[config.mk]
export PLATFORM = sky130hd
export DESIGN_NAME = booth_product_unloader
export DESIGN_NICKNAME = d
export VERILOG_FILES = /design/src/rtl/booth_product_unloader.sv
export SDC_FILE = /design/constraint.sdc
export NUM_CORES = 1
export LEC_CHECK = 0
export ABC_AREA = 1
export BUFFER_PORTS_ARGS = -buffer_cell sky130_fd_sc_hd__buf_2
export CELL_PAD_IN_SITES_DETAIL_PLACEMENT = 0
export CELL_PAD_IN_SITES_GLOBAL_PLACEMENT = 1
export CORE_UTILIZATION = 32
export CTS_CLUSTER_DIAMETER = 30
export CTS_CLUSTER_SIZE = 16
export DETAILED_ROUTE_END_ITERATION = 8
export PLACE_DENSITY = 0.7
export SLEW_MARGIN = 20
export SYNTH_ARGS = -nofsm -noshare
export SYNTH_HDL_FRONTEND = slang
export SYNTH_SLANG_ARGS = --single-unit
export TNS_END_PERCENT = 30
[constraint.sdc]
create_clock -name clk -period 2.2 [get_ports clk]
set_clock_uncertainty 0.05 [all_clocks]
set_input_delay 0 -clock clk [delete_from_list [all_inputs] [get_ports clk]]
set_output_delay 0 -clock clk [all_outputs]
set_load 0.005 [all_outputs]
[src/rtl/booth_product_unloader.sv]
// booth_product_unloader: drain side of the Booth multiplier datapath.
// Holds up to two completed products in a 2-entry circular buffer and
// sends each one as two words, low half first, over a valid/ready port.
// All state changes on the falling clock edge; reset is asynchronous.
//
// Handshake: a word transfers at a falling edge where word_valid and
// word_ready are both 1. While word_valid=1 and word_ready=0, word_out and
// word_last hold steady. word_ready with word_valid=0 does nothing.
module booth_product_unloader #(
    parameter int DATA_W = 16
) (
    input  logic                  clk,
    input  logic                  rst_n,
    input  logic [2*DATA_W-1:0]   prod_in,
    input  logic                  prod_ld,
    output logic                  prod_full,
    output logic [DATA_W-1:0]     word_out,
    output logic                  word_valid,
    input  logic                  word_ready,
    output logic                  word_last,
    output logic                  ovf,
    input  logic                  ovf_clr
);

    localparam int PW = 2 * DATA_W;

    logic [PW-1:0] mem_q [2];
    logic [PW-1:0] mem_d [2];
    logic          wr_ptr_q, wr_ptr_d;
    logic          rd_ptr_q, rd_ptr_d;
    logic          half_q, half_d;
    logic          ovf_q, ovf_d;
    logic [1:0]    count_q, count_d;

    logic          pop_word;
    logic          pop_last;
    logic          room;
    logic          do_load;
    logic          do_drop;

    // Output decode straight from registered state.
    always_comb begin
        word_valid = (count_q != 2'd0);
        word_last  = word_valid & half_q;
        prod_full  = (count_q == 2'd2);
        ovf        = ovf_q;
        if (half_q) begin
            word_out = mem_q[rd_ptr_q][PW-1:DATA_W];
        end else begin
            word_out = mem_q[rd_ptr_q][DATA_W-1:0];
        end
    end

    // Next-state: transfer, load (room may come from a same-edge last-word pop), overflow.
    always_comb begin
        pop_word = (count_q != 2'd0) & word_ready;
        pop_last = pop_word & half_q;
        // When full, the write pointer equals the read pointer, so a load on
        // a last-word pop overwrites exactly the entry being retired.
        room     = (count_q != 2'd2) | pop_last;
        do_load  = prod_ld & room;
        do_drop  = prod_ld & ~room;

        mem_d[0] = mem_q[0];
        mem_d[1] = mem_q[1];
        wr_ptr_d = wr_ptr_q;
        rd_ptr_d = rd_ptr_q;
        half_d   = half_q;
        count_d  = count_q;
        ovf_d    = ovf_q;

        if (do_load) begin
            mem_d[wr_ptr_q] = prod_in;
            wr_ptr_d        = ~wr_ptr_q;
        end

        if (pop_word) begin
            if (half_q) begin
                half_d   = 1'b0;
                rd_ptr_d = ~rd_ptr_q;
            end else begin
                half_d   = 1'b1;
            end
        end

        case ({do_load, pop_last})
            2'b10:   count_d = count_q + 2'd1;
            2'b01:   count_d = count_q - 2'd1;
            default: count_d = count_q;
        endcase

        // A dropped load on the same edge as a clear leaves the flag set.
        if (do_drop) begin
            ovf_d = 1'b1;
        end else if (ovf_clr) begin
            ovf_d = 1'b0;
        end
    end

    // State registers, falling edge, asynchronous active-low reset.
    always_ff @(negedge clk or negedge rst_n) begin
        if (!rst_n) begin
            mem_q[0] <= '0;
            mem_q[1] <= '0;
            wr_ptr_q <= 1'b0;
            rd_ptr_q <= 1'b0;
            half_q   <= 1'b0;
            count_q  <= 2'd0;
            ovf_q    <= 1'b0;
        end else begin
            mem_q[0] <= mem_d[0];
            mem_q[1] <= mem_d[1];
            wr_ptr_q <= wr_ptr_d;
            rd_ptr_q <= rd_ptr_d;
            half_q   <= half_d;
            count_q  <= count_d;
            ovf_q    <= ovf_d;
        end
    end

endmodule

==> results.txt <==
Total Die Area: 11040 sq um
path type of the worst setup path: reg2out
TritonCTS clock tree: done
average routed wire per standard cell: 16.23 um
Layout Cells excl Fill: 606
via count of the first global-routing pass: 3115
result of the run: finished, violations left
Clk pin slew, worst setup/hold paths: 0.05 ns
largest net degree at the start of global routing: 64
area taken by multi-input logic gates: 1531 sq um
end of the worst register-to-register path: count_q[1]
final number of hold-violating endpoints: 0
Core ar.: 10320 sq um
Yosys top cell by area: dfrtn_1
number of port buffers: 56
Worst Hold Margin: 0.3692 ns
kind of launch point of the worst setup path: flip-flop
final layout net count: 504
Peak supply drop: 0.0005005 V
number of antenna violations at the first check in global routing: 0
maximum buffer depth of the clock tree: 2
post-detailed-route DRC marker count: 0
Crit. End Element: primary output
FF-to-FF Start: count_q[0]
syn_nets: 443
Sum Neg Setup Slack: -6.553 ns
standard-cell row count: 37
violation count after the first detailed-route iteration: 157
Pins Over Slew Limit: 0
failing checks: setup timing
Setup-failing EPs final: 19
weighted congestion reported at the end of routability-driven placement: 0.7866
worst r2r path cells: 9
total instance count after detailed placement: 590
Pre-antenna DRT Iters: 4
cell at the root of the clock tree: clkbuf_8
final cell utilization of the core: 41.49%
fill count: 1063
synth-to-layout area growth: 25.94%
antenna-violating nets left: 0
dominant cell by count in the synthesized netlist: nand2_1
wire length of the first global-routing pass: 16.36 mm
average instance area after synthesis: 8.397 sq um
Clock H-tree levels: 3
adder and majority gate portion of the synthesized area: 0.3679%
slew margin rel.: 74.98%
highest fanout seen on the critical path: 23
endpoint arrival time on the critical path: 2.56 ns
Worst Max-Slew Pin Slew: 0.3753 ns
total routed wirelength: 9.836 mm
hold wc startpoint: mem_q[60]
mux contribution to synthesized area: 0%
placed wire-length estimate after detailed placement: 6.637 mm
pre-CTS setup slack: -0.09713 ns
P per Cell Area: 1583 nW/um^2
register-to-register setup slack: 0.49 ns
fraction of the mapped netlist area in simple logic gates: 31.90%
Post-Syn Area: 3401 sq um
Commonest cells post-synth: 131 x nand2_1, 70 x dfrtn_1, 64 x nand4_1
top cells by area, synth: dfrtn_1 52%, nand2_1 14%, nand4_1 12%, o21ai_0 5.0%, nor2_1 3.8%
Post-Synth XOR/XNOR Area: 0.7726%
fraction of layout cells with a size suffix above 1: 28.51%
top flip-flop cell by instance count after synthesis: dfrtn_1
Vias per Instance: 5.112
Seq. cell area: 1752 sq um
share of the synthesized area in compound gates (AO/OA/AOI/OAI): 8.389%
count of inserted antenna diode cells: 0
number of top-level design ports: 57
hold depth: 2
number of buffers inserted during clock tree synthesis: 9
area of all placed cells without fillers: 4283 sq um
via count: 3098
total of flip-flops plus latches after synthesis: 70
gr ovfl total: 0
Yosys Warn Count: 0
distinct cell type count of the synthesized netlist: 22
# clock sinks: 70
minimum setup slack in the final design: -0.4090 ns
Yosys top cell area share: 51.51%
Worst Path Required: 2.15 ns
main combinational cell family by area after synthesis: simple AND/OR/NAND/NOR gates
end point of the worst hold path: mem_q[60]
share of synthesized registers carrying an async set or reset: 100.0%
static leakage: 2.150 nW
number of synthesized flops with an enable pin: 0
post-synthesis sequential area ratio: 51.51%
Die H: 105.1 um
Pwr Total: 6.779 mW
min-delay worst type: reg2reg
clk_lat worst skew: 0.34 ns
number of max-cap violations: 0
RSZ-0062 raised after global routing: yes
placed cell area: 3991 sq um
Chip Width: 105.1 um
Post-Syn Instances: 405
Starting Density: 32.94%
global-route total usage across every layer: 19.20%
[report_power, final]
group	total, mW	switching [mW]	internal (mW)
Clock	0.937	0.471	0.465
Sequential	2.36	0.402	1.95
Combinational	3.49	2.01	1.47
Total	6.78	2.88	3.89
[logic make-up after synthesis]
logic type                 after synthesis
DFF                                     70
adders and majority gates                1
buffers and inverters                   43
and+or+nand+nor                        235
AOI/OAI and AO/OA                       53
xor gates and xnor gates                 3
[cells in the final DEF (no fill, tap or decap), types with 2 or more instances in the layout]
cell type,instances
nand4_1,64
buf_12,9
a21oi_2,2
nand2_4,3
dfrtn_1,70
buf_2,55
clkbuf_8,11
xor2_1,2
inv_2,4
nand2_1,130
buf_6,4
o22ai_1,12
nor2_2,7
o21ai_2,11
o22ai_2,4
clkbuf_1,3
nor2_1,27
o21ai_0,7
nand3_2,2
o21ai_1,15
buf_4,18
inv_1,3
[final cells by class]
class                      count  area share, %
clock buffer                  14          3.798
clock inverter                 1         0.1169
inverter                       7         0.6135
multi-input combinational    292          35.76
sequential                    70          40.90
tap                          136          3.973
timing repair buffer          86          14.84
[worst max-delay path: stages (launching register included)]
cell	delay [ns]
dfrtn_1	0.51
inv_2	0.08
buf_12	0.17
nor2_1	0.12
o22ai_2	0.11
buf_2	0.13
[sequential cells by signal, indices dropped and copies added, names as in the netlist]
| signal | flops |
|---|---|
| wr_ptr_q | 1 |
| half_q | 1 |
| mem_q | 64 |
| count_q | 2 |
| rd_ptr_q | 1 |
| ovf | 1 |
[routing by layer]
layer	vias up	share of wire, %	wire [um]	track usage (%)
li1	1514	-	-	-
met1	1491	47	4665	27.17
met2	80	47	4630	29.99
met3	13	4.2	415	2.620
met4	0	1.3	124	6.841
met5	-	0	0	0
[worst max-delay path by stage]
| stage | from | slack [ns] | to |
|---|---|---|---|
| 6_report | rd_ptr_q | -0.41 | word_out[15] |
| 5_1_grt | rd_ptr_q | -0.48 | word_out[13] |
| 4_1_cts | rd_ptr_q | -0.44 | word_out[13] |
| 3_5_place_dp | rd_ptr_q | -0.1 | word_out[6] |
| 3_3_place_gp | rd_ptr_q | -0.08 | word_out[12] |
| 2_1_floorplan | word_ready | -0.0007 | count_q[1] |
[repair_timing]
item                       4_1_cts  5_1_grt
resized for setup               42       15
pin swaps                        2        2
hold buffers                     0        0
buffers inserted                 0        1
setup endpoints to repair       19       19
(Power assumes the default switching activity.)
